**src/rtl/dense_seq.sv**
```systemverilog
// Sequencer for one dense layer: per neuron it loads the bias, runs nb_input MAC steps and stores the result.
// Weight addresses advance by adding the neuron count on each MAC step, so no multiplier is needed.
module dense_seq #(
    parameter int MAX_IN   = 42,
    parameter int MAX_NEUR = 24
) (
    input  logic       clk,
    input  logic       rst,
    input  logic       start,
    input  logic [5:0] nb_input,
    input  logic [4:0] nb_neurons,
    input  logic       stall,
    output logic       busy,
    output logic       done,
    output logic       err,
    output logic       bias_ld,
    output logic [4:0] bias_addr,
    output logic       mac_en,
    output logic [9:0] w_addr,
    output logic [5:0] in_addr,
    output logic       out_wr,
    output logic [4:0] out_addr
);

    localparam logic [2:0] S_IDLE  = 3'd0;
    localparam logic [2:0] S_BIAS  = 3'd1;
    localparam logic [2:0] S_MAC   = 3'd2;
    localparam logic [2:0] S_STORE = 3'd3;
    localparam logic [2:0] S_DONE  = 3'd4;

    localparam logic [5:0] MAX_IN_W   = 6'(MAX_IN);
    localparam logic [4:0] MAX_NEUR_W = 5'(MAX_NEUR);

    logic [2:0] state;
    logic [5:0] cfg_in;
    logic [4:0] cfg_neur;
    logic [4:0] n_q;
    logic [5:0] i_q;
    logic [9:0] w_q;
    logic       err_q;
    logic       cfg_ok;

    assign cfg_ok = (nb_input != 6'd0) && (nb_input <= MAX_IN_W) &&
                    (nb_neurons != 5'd0) && (nb_neurons <= MAX_NEUR_W);

    always_ff @(posedge clk) begin
        if (rst) begin
            state    <= S_IDLE;
            cfg_in   <= '0;
            cfg_neur <= '0;
            n_q      <= '0;
            i_q      <= '0;
            w_q      <= '0;
            err_q    <= 1'b0;
        end else begin
            err_q <= 1'b0;
            case (state)
                S_IDLE: begin
                    if (start) begin
                        if (cfg_ok) begin
                            cfg_in   <= nb_input;
                            cfg_neur <= nb_neurons;
                            n_q      <= '0;
                            i_q      <= '0;
                            w_q      <= '0;
                            state    <= S_BIAS;
                        end else begin
                            err_q <= 1'b1;
                        end
                    end
                end
                S_BIAS: begin
                    if (!stall) begin
                        i_q   <= '0;
                        state <= S_MAC;
                    end
                end
                S_MAC: begin
                    if (!stall) begin
                        if (i_q == cfg_in - 6'd1) begin
                            state <= S_STORE;
                        end else begin
                            i_q <= i_q + 6'd1;
                            w_q <= w_q + {5'd0, cfg_neur};
                        end
                    end
                end
                S_STORE: begin
                    if (!stall) begin
                        if (n_q == cfg_neur - 5'd1) begin
                            state <= S_DONE;
                        end else begin
                            // next neuron's first weight sits at index n
                            n_q   <= n_q + 5'd1;
                            w_q   <= {5'd0, n_q + 5'd1};
                            i_q   <= '0;
                            state <= S_BIAS;
                        end
                    end
                end
                S_DONE: begin
                    if (!stall) begin
                        n_q   <= '0;
                        i_q   <= '0;
                        w_q   <= '0;
                        state <= S_IDLE;
                    end
                end
                default: state <= S_IDLE;
            endcase
        end
    end

    assign busy      = (state != S_IDLE);
    assign err       = err_q;
    assign bias_ld   = (state == S_BIAS)  && !stall;
    assign mac_en    = (state == S_MAC)   && !stall;
    assign out_wr    = (state == S_STORE) && !stall;
    assign done      = (state == S_DONE)  && !stall;
    assign bias_addr = n_q;
    assign out_addr  = n_q;
    assign in_addr   = i_q;
    assign w_addr    = w_q;

endmodule

```
**config.mk**
```make
export PLATFORM = sky130hd
export DESIGN_NAME = dense_seq
export DESIGN_NICKNAME = d
export VERILOG_FILES = /design/src/rtl/dense_seq.sv
export SDC_FILE = /design/constraint.sdc
export NUM_CORES = 1
export LEC_CHECK = 0
export CORE_UTILIZATION = 30
export DETAILED_ROUTE_END_ITERATION = 12
export PLACE_DENSITY = 0.58
export SETUP_SLACK_MARGIN = 0.4
export SLEW_MARGIN = 20
export SYNTH_ARGS = -nofsm -noshare
export SYNTH_HDL_FRONTEND = slang
export SYNTH_SLANG_ARGS = --single-unit
```
**constraint.sdc**
```tcl
create_clock -name clk -period 2.7 [get_ports clk]
set_clock_uncertainty 0.15 [all_clocks]
set_input_delay 0.675 -clock clk [delete_from_list [all_inputs] [get_ports clk]]
set_output_delay 0.675 -clock clk [all_outputs]
set_load 0.05 [all_outputs]
```
==> results of run 1 <==
## worst min-delay path: cells and delay by family (launching register included)
kind,cells,cell delay [ns]
flip-flops,1,0.33
multiplexers,1,0.06
AND/OR/NAND/NOR,1,0.06
## area by class of cell
type	count	area share, %
Timing Repair Buffer	106	23.9
Tap cell	102	3.28
Multi-Input combinational cell	233	50.5
Inverter	10	0.965
Clock buffer	6	1.87
Clock inverter	1	0.129
Sequential cell	36	19.4
## power by group through the flow
stage | sequential, µW | clock (µW) | combinational (µW)
floorplan | 587 | 0 | 311
global placement | 596 | 0 | 478
detailed placement | 596 | 0 | 481
CTS | 584 | 372 | 554
global route | 591 | 403 | 632
finish | 586 | 370 | 587
## sequential cells by signal (all words and copies together) (netlist names)
signal     cells
bias_addr      5
cfg_in         6
cfg_neur       5
err            1
in_addr        6
state          3
w_addr        10
## worst max path at each step
stage	slack (ns)	to	start
6_report	0.33	bias_addr[4]	nb_neurons[0]
5_1_grt	0.26	w_addr[8]	cfg_neur[0]
4_1_cts	0.32	bias_addr[4]	nb_input[2]
3_5_place_dp	-0.40	bias_addr[4]	nb_neurons[1]
3_3_place_gp	-0.34	bias_addr[3]	nb_neurons[1]
2_1_floorplan	0.05	bias_addr[3]	stall
## cells by family after synthesis
kind of cell	count (synthesis)	synth area share [%]
DFF	36	28.7
adders and majority gates	10	5.29
buffers and inverters	28	6.24
and+or+nand+nor	113	25.3
muxes	14	5.59
xor gates and xnor gates	16	5.59
AOI/OAI and AO/OA	78	23.3
## per-layer routing
| metal | up-vias | global-route usage [%] |
|---|---|---|
| li1 | 1283 | - |
| met1 | 1233 | 23.2 |
| met2 | 54 | 29.4 |
| met3 | 6 | 2.85 |
| met4 | 0 | 3.59 |
| met5 | - | 0 |
## synthesized netlist by cell type (4+ instances only)
cell type	instances
buf_4	6
o21ai_0	6
nor2_1	32
a211oi_1	4
nor3_1	8
or3_1	4
xnor2_1	9
o21a_1	4
xor2_1	7
a21oi_1	17
a31oi_1	7
buf_2	5
dfxtp_1	36
inv_1	9
clkbuf_1	4
nand3_1	8
nor2b_1	7
o41ai_1	7
nand2b_1	6
ha_1	9
mux2i_1	14
nand2_1	12
and3_1	9
## layout by cell type (no fill, tap or decap), drive strengths merged, types with 4 or more instances in the layout
master       netlist  routed
nand3              8       8
or3                4       4
xnor2              9       9
clkbuf             4       7
nor2b              7       7
nor2              33      33
nor3               9       9
buf               14      71
o21ai              8       8
a31oi              8       8
and2               3       4
xor2               7       7
o41ai              7       7
inv                9       9
a211oi             7       7
a21oi             17      17
o21a               5       5
mux2i             14      14
dlygate4sd2        0      28
or2                3       4
and3              10      10
ha                 9       9
nand2             13      13
dfxtp             36      36
nand2b             6       6
or4                4       4
## through the flow
step	TNS, ns	area, µm²	setup WS, ns	utilization (%)	instances
6_report	0	3890	0.327	49.3	494
5_1_grt	0	3890	0.262	49.3	494
2_1_floorplan	0	2560	0.0479	-	295
4_1_cts	0	3720	0.320	47.1	492
3_3_place_gp	-4.17	3370	-0.336	42.7	468
3_5_place_dp	-4.82	3370	-0.399	42.7	468
## timing repair
action                                  in CTS  in global routing
endpoints found under the setup margin      60                 26
buffers inserted                            15                  2
pin swaps                                   36                 19
gates cloned                                 2                  0
gates resized for setup                    108                 40
==> flow_summary.yaml, run 1 <==
sta:
  hold_violations: 0
  rsz0062_at_grt: "yes"
  hold_ws_ns: 0.344
  worstMarginPinSlew_ns: 0.506
  fmax_ghz: 0.421
  slew_viol_final: 0
  slew-limit-headroom_pct: 66.2
  finalSetupViolations: 0
  final.min_clock_period_ns: 2.37
  fin_crit_sh_pct: 87.9
power:
  clkPwrFrac_pct: 24.0
  powerDensity_nw_per_um2: 397
  ir_drop_v: 0.000180
  power.share.combinational_pct: 38.0
  p_switching_uw: 532
  switching_share_pct: 34.5
  total_power_uw: 1540
  p_int_uw: 1010
  seqPwrFrac_pct: 38.0
  p_leak_uw: 0.00166
cells_and_area:
  multiInputGateArea_um2: 1970
  antennaDiodeCount: 0
  fill_cells: 757
  seqCellArea_um2: 753
  synthToLayoutAreaGrowth_pct: 55.1
  nets: 417
  drive_gt1_share_pct: 40.1
global_route:
  overflow: 0
  grt_use_total_pct: 17.4
  grt_max_degree: 15
  grt_pass1_wl_um: 12000
  antenna_found_initial: 0
  grt_pass1_vias: 2395
setup_path:
  cp_slowest_cell: "or3b_4"
  reg2reg_setup_slack_ns: 0.33
  rr_worst_depth: 7
  start_kind: "primary input"
  cp_max_fo: 5
  slowest_delay_ns: 0.46
  critPathCaptureType: "register"
  cp.arrival_ns: 2.45
  cp_cell_sequence: "buf_2 -> o311a_1 -> a21oi_2 -> a31oi_4 -> or3b_4 -> or4_4 -> a21oi_2"
  path_delay_family: "simple AND/OR/NAND/NOR gates"
  r2r_start: "cfg_in[0]"
  path_buf_inv: 1
  critPathRequiredTime_ns: 2.78
  cp.depth: 7
  path_class: "primary input to register"
  path_common_cell: "a21oi_2"
  r2r-end: "w_addr[1]"
worst_hold_path:
  hold_depth: 2
  min_from: "w_addr[4]"
  hold_end: "w_addr[4]"
  hp-class: "register to register"
synth:
  synth_ff_type: "dfxtp_1"
  synth_area_leaders: "dfxtp_1 29%, mux2i_1 5.6%, nor2_1 4.8%, ha_1 4.5%, a21oi_1 3.4%"
  ys_seq_area_share_pct: 28.7
  synth_top_area_cell: "dfxtp_1"
  synth_area_um2: 2510
  avgSynthCellArea_um2: 8.50
  yosysTopAreaCellShare_pct: 28.7
  ys_types: 66
  synth-edff-count: 0
  synthCells: 295
  ys_ff_latch: 36
  yosys_warnings: 0
  async_flop_share_pct: 0
  synth_fp_nets: 320
drt:
  drtIter0Drc: 97
  topRoutingLayerUsed: "met4"
  drc_errors: 0
  wl_met3_um: 303
  viasPerCell: 5.21
  antenna_left: 0
  wl_met2_um: 3760
  routedWlPerCell_um: 15.4
  wl_met1_um: 3470
  first_pass_iters: 4
  drt-total-wl_um: 7610
  num_vias: 2576
cts:
  clk_root_buffer_cell: "clkbuf_8"
  clkSlewWorstSetupHoldPaths_ns: 0.08
  clk_latency_ns: 0.29
  cts_tree: "built"
  clockBufferDepth: 2
  cts.sinks: 36
  cts_buffers: 5
  cts_hold_buf: 0
  cts-htree-levels: 2
place:
  port-buffer-count: 46
  dp_hpwl_um: 5360
  place.gp.congestion: 0.816
floorplan:
  initial_core_util_pct: 31.8
  ios: 47
  chipWidth_um: 93.4
  dieArea_um2: 8730
  die_h_um: 93.4
  rows: 32
  coreArea_um2: 7890
flow_run:
  maxCapViolations: 0
status:
  outcome: "completed"
Power figures use the tool's default switching activity.
==> inputs of run 2 (changes only) <==
HOLD_SLACK_MARGIN = 0.08   (was default)
TNS_END_PERCENT = 1   (was default)
==> run 2 against run 1 <==
  * Cell count fell by 1.2%
  * Non-clock buffer count fell by 6
  * Sequential power barely moved
  * Sequential cell count did not move
  * Power rose by 4.9%
  * Critical path type is now register to register
  * Hold slack got worse by 0.0090 ns
  * Largest cell class unchanged
  * Largest power group is now registers
  * Global-route usage rose by 0.48 points
==> flow_summary.yaml, run 2 (synthesis gave the netlist of run 1 again) <==
floorplan:
  die_h_um: 93.4
  chipWidth_um: 93.4
  ios: 47
  coreArea_um2: 7890
  initial_core_util_pct: 31.8
  dieArea_um2: 8730
  rows: 32
cts:
  cts_hold_buf: 0
  cts.sinks: 36
  cts_tree: "built"
  clk_root_buffer_cell: "clkbuf_8"
  clk_latency_ns: 0.30
  cts-htree-levels: 2
  clkSlewWorstSetupHoldPaths_ns: 0.08
  cts_buffers: 5
  clockBufferDepth: 2
cells_and_area:
  final_cell_mix: "55 x buf_4, 30 x nor2_1, 28 x dfxtp_1, 28 x clkdlybuf4s50_1, 14 x mux2i_1"
  nets: 410
  largest_reg_flops: 10
  multiInputGateArea_um2: 1830
  seqCellArea_um2: 736
  drive_gt1_share_pct: 32.4
  final_design_area_no_fill_um2: 3740
  synthToLayoutAreaGrowth_pct: 49.2
  layout.cells.non_filler: 488
  layout_commonest_cell: "buf_4"
  fill_cells: 769
  finish.utilization_pct: 47.4
  antennaDiodeCount: 0
setup_path:
  r2r_start: "cfg_neur[0]"
  path_buf_inv: 2
  cp_slowest_cell: "or4_4"
  cp_cell_sequence: "inv_2 -> ha_4 -> nor4bb_4 -> o211ai_1 -> a2111oi_2 -> buf_4 -> or3b_4 -> or4_4 -> a21oi_2"
  cp_max_fo: 5
  path_delay_family: "simple AND/OR/NAND/NOR gates"
  start_kind: "register"
  slowest_delay_ns: 0.49
  critPathRequiredTime_ns: 2.79
  crit_start: "cfg_neur[0]"
  critPathCaptureType: "register"
  path_class: "register to register"
  cp.arrival_ns: 2.61
drt:
  drc_errors: 0
  viasPerCell: 5.28
  first_pass_iters: 4
  topRoutingLayerUsed: "met4"
  routedWlPerCell_um: 15.5
  num_vias: 2579
  drt-total-wl_um: 7550
  wl_met3_um: 216
  drtIter0Drc: 80
  wl_met2_um: 3760
  antenna_left: 0
  wl_met1_um: 3500
global_route:
  antenna_found_initial: 0
  overflow: 0
  grt_use_total_pct: 17.9
  grt_pass1_wl_um: 12200
  grt_max_degree: 16
  grt_pass1_vias: 2451
sta:
  tns_ns: 0
  slew-limit-headroom_pct: 66.3
  fmax_ghz: 0.398
  final.min_clock_period_ns: 2.51
  rsz0062_at_grt: "yes"
  worstMarginPinSlew_ns: 0.504
  slew_viol_final: 0
  fin_crit_sh_pct: 93.1
  hold_violations: 0
  finalSetupViolations: 0
power:
  ir_drop_v: 0.000200
  p_leak_uw: 0.00148
  powerDensity_nw_per_um2: 433
place:
  port-buffer-count: 46
  placed_cells: 468
  dp_hpwl_um: 5480
  place.gp.congestion: 0.821
  post_dp_cell_area_um2: 3360
status:
  outcome: "completed"
worst_hold_path:
  min_from: "w_addr[9]"
  hp-class: "register to register"
flow_run:
  maxCapViolations: 0
## run 2: worst min-delay path, stage by stage (launching register included)
cell	delay, ns
dfxtp_1	0.32
o31ai_1	0.06
a21oi_1	0.05
## run 2: final timing paths
path,endpoint,slack [ns],cells after the start
max reg2reg,bias_addr[4],0.19,9
max,bias_addr[4],0.19,9
min reg2reg,w_addr[9],0.34,2
min,w_addr[9],0.34,2
## run 2: metal layers
layer,vias to the layer above,GRT usage [%]
li1,1266,-
met1,1261,22.4
met2,45,31.2
met3,7,3.01
met4,0,5.13
met5,-,0
## run 2: metrics by stage
stage          power [µW]  setup slack (ns)  hold WS (ns)
3_3_place_gp         1080            -0.348         0.321
2_1_floorplan         896            0.0448         0.330
4_1_cts              1590             0.213         0.341
5_1_grt              1700             0.122         0.363
3_5_place_dp         1080            -0.412         0.332
6_report             1620             0.185         0.335
## run 2: layout make-up
class	count	area share (%)
Multi-Input combinational cell	232	48.9
Timing Repair Buffer	100	24.1
Sequential cell	36	19.7
Tap cell	102	3.41
Clock buffer	6	1.94
Inverter	10	1.00
Clock inverter	2	0.937
## run 2: what timing repair did
item,CTS,global route
cloned,1,0
resized for setup,30,39
endpoints found under the setup margin,62,63
pin swaps,12,21
setup buffers,3,8
## run 2: power by group
group          internal [µW]  switching, µW
clock network            274            214
logic                    264            283
registers                551           33.4
==> inputs of run 3 (changes only) <==
CORE_ASPECT_RATIO = 1.2   (was default)
==> run 3 against run 2 <==
  * Core utilization decreased by 2.6 points
  * Global-route usage down 1.1 points
  * Critical path depth unchanged
  * Routed wire length fell by 3.5%
  * First-iteration DRC count is 51% higher
  * Hold slack improved by 0.012 ns
  * Clock-buffer cell count grew 1
  * Combinational power shrank 5.5%
  * Critical path type is now primary input to register
  * Critical endpoint unchanged
==> flow_summary.yaml, run 3 (synthesis gave the netlist of run 1 again) <==
setup_path:
  critPathRequiredTime_ns: 2.71
  path_buf_inv: 3
  critPathCaptureType: "register"
  start_kind: "primary input"
  slowest_delay_ns: 0.40
  cp_max_fo: 6
  path_class: "primary input to register"
  cp_cell_sequence: "dlygate4sd2_1 -> o311a_1 -> a21oi_2 -> a31oi_4 -> or3b_4 -> buf_4 -> buf_4 -> o21ai_2 -> a21oi_1"
  path_delay_family: "compound AO/OA/AOI/OAI gates"
  cp_slowest_cell: "or3b_4"
  cp.arrival_ns: 2.47
  path_common_cell: "buf_4"
cts:
  clkSlewWorstSetupHoldPaths_ns: 0.08
  clk_latency_ns: 0.28
  clk_root_buffer_cell: "clkbuf_8"
  clockBufferDepth: 2
  cts.sinks: 36
  cts_buffers: 5
  cts-htree-levels: 2
  cts_tree: "built"
drt:
  drc_errors: 0
  routedWlPerCell_um: 15.3
  antenna_left: 0
  first_pass_iters: 4
  drt-total-wl_um: 7290
  drtIter0Drc: 121
  num_vias: 2511
  viasPerCell: 5.29
cells_and_area:
  final_cell_mix: "51 x buf_4, 31 x nor2_1, 29 x dfxtp_1"
  layout_commonest_cell: "buf_4"
  finish.utilization_pct: 44.8
  nets: 405
  largest_reg_flops: 10
  antennaDiodeCount: 0
  layout.cells.non_filler: 475
  drive_gt1_share_pct: 27.4
  synthToLayoutAreaGrowth_pct: 44.8
global_route:
  overflow: 0
  antenna_found_initial: 0
  grt_pass1_wl_um: 11600
  grt_use_total_pct: 16.8
  grt_max_degree: 15
  grt_pass1_vias: 2296
place:
  port-buffer-count: 46
  placed_cells: 463
  place.gp.congestion: 0.865
  dp_hpwl_um: 5540
floorplan:
  ios: 47
  rows: 36
  chipWidth_um: 85.5
  dieArea_um2: 8730
  initial_core_util_pct: 30.9
  coreArea_um2: 8110
  die_h_um: 102
sta:
  finalSetupViolations: 0
  hold_violations: 0
  slew-limit-headroom_pct: 66.1
  fin_crit_sh_pct: 91.5
  rsz0062_at_grt: "yes"
  fmax_ghz: 0.405
  worstMarginPinSlew_ns: 0.507
  slew_viol_final: 0
  final.min_clock_period_ns: 2.47
power:
  powerDensity_nw_per_um2: 421
  p_leak_uw: 0.00145
  ir_drop_v: 0.000207
status:
  outcome: "completed"
flow_run:
  maxCapViolations: 0
worst_hold_path:
  hp-class: "register to register"
run 3: cell types whose count changed in the layout (fill, tap and decap cells not counted), sizes merged:
cell,before,now
buf,59,55
bufinv,1,0
clkdlybuf4s15,5,0
clkinv,2,1
dlygate4sd2,4,9
dlymetal6s2s,3,4
or2,4,3
run 3: final cells by class:
cell class,instances,area (µm²)
flip-flops and latches,36,734
inverters,10,37.5
repair buffers,96,872
fillers,813,4480
multi-input cells,231,1770
clock buffers,7,96.3
well taps,95,119
run 3: report_power, final:
part	internal (µW)	total [µW]	leakage, µW	switching (µW)
combinational	246	516	0.00110	270
sequential	551	589	0.000295	37.7
clock	228	424	0.0000503	197
run 3: worst min-delay path, delay by kind of cell (launching register included):
| family | cells | cell delay [ns] |
|---|---|---|
| flip-flops | 1 | 0.34 |
| multiplexers | 1 | 0.06 |
| AND/OR/NAND/NOR | 1 | 0.06 |
run 3: timing repair:
action,CTS,global route
setup buffers,3,2
pin swaps,12,10
setup endpoints to repair,63,62
gates resized for setup,28,21
hold buffers,0,0
run 3: final timing paths:
| check | from | to | slack (ns) | cells after the start |
|---|---|---|---|---|
| worst max-delay path | nb_neurons[0] | bias_addr[4] | 0.23 | 9 |
| worst min-delay path | w_addr[4] | w_addr[4] | 0.35 | 2 |
| worst max register to register | cfg_neur[0] | bias_addr[4] | 0.24 | 11 |
| worst min register to register | w_addr[4] | w_addr[4] | 0.35 | 2 |
run 3: per-layer routing:
metal | up-vias | routed length (µm) | GRT usage, %
li1 | 1262 | - | -
met1 | 1189 | 3420 | 21.5
met2 | 51 | 3540 | 28.6
met3 | 9 | 204 | 2.99
met4 | 0 | 113 | 5.51
met5 | - | 0 | 0
run 3: per-stage QoR:
| stage | hold WS [ns] | total power, µW | setup TNS [ns] | setup slack [ns] | instance area [µm²] |
|---|---|---|---|---|---|
| 5_1_grt | 0.384 | 1600 | 0 | 0.118 | 3630 |
| 3_5_place_dp | 0.342 | 1080 | -4.45 | -0.414 | 3360 |
| 2_1_floorplan | 0.330 | 896 | 0 | 0.0448 | 2540 |
| 6_report | 0.348 | 1530 | 0 | 0.231 | 3630 |
| 4_1_cts | 0.353 | 1520 | 0 | 0.218 | 3530 |
| 3_3_place_gp | 0.334 | 1070 | -4.18 | -0.383 | 3360 |
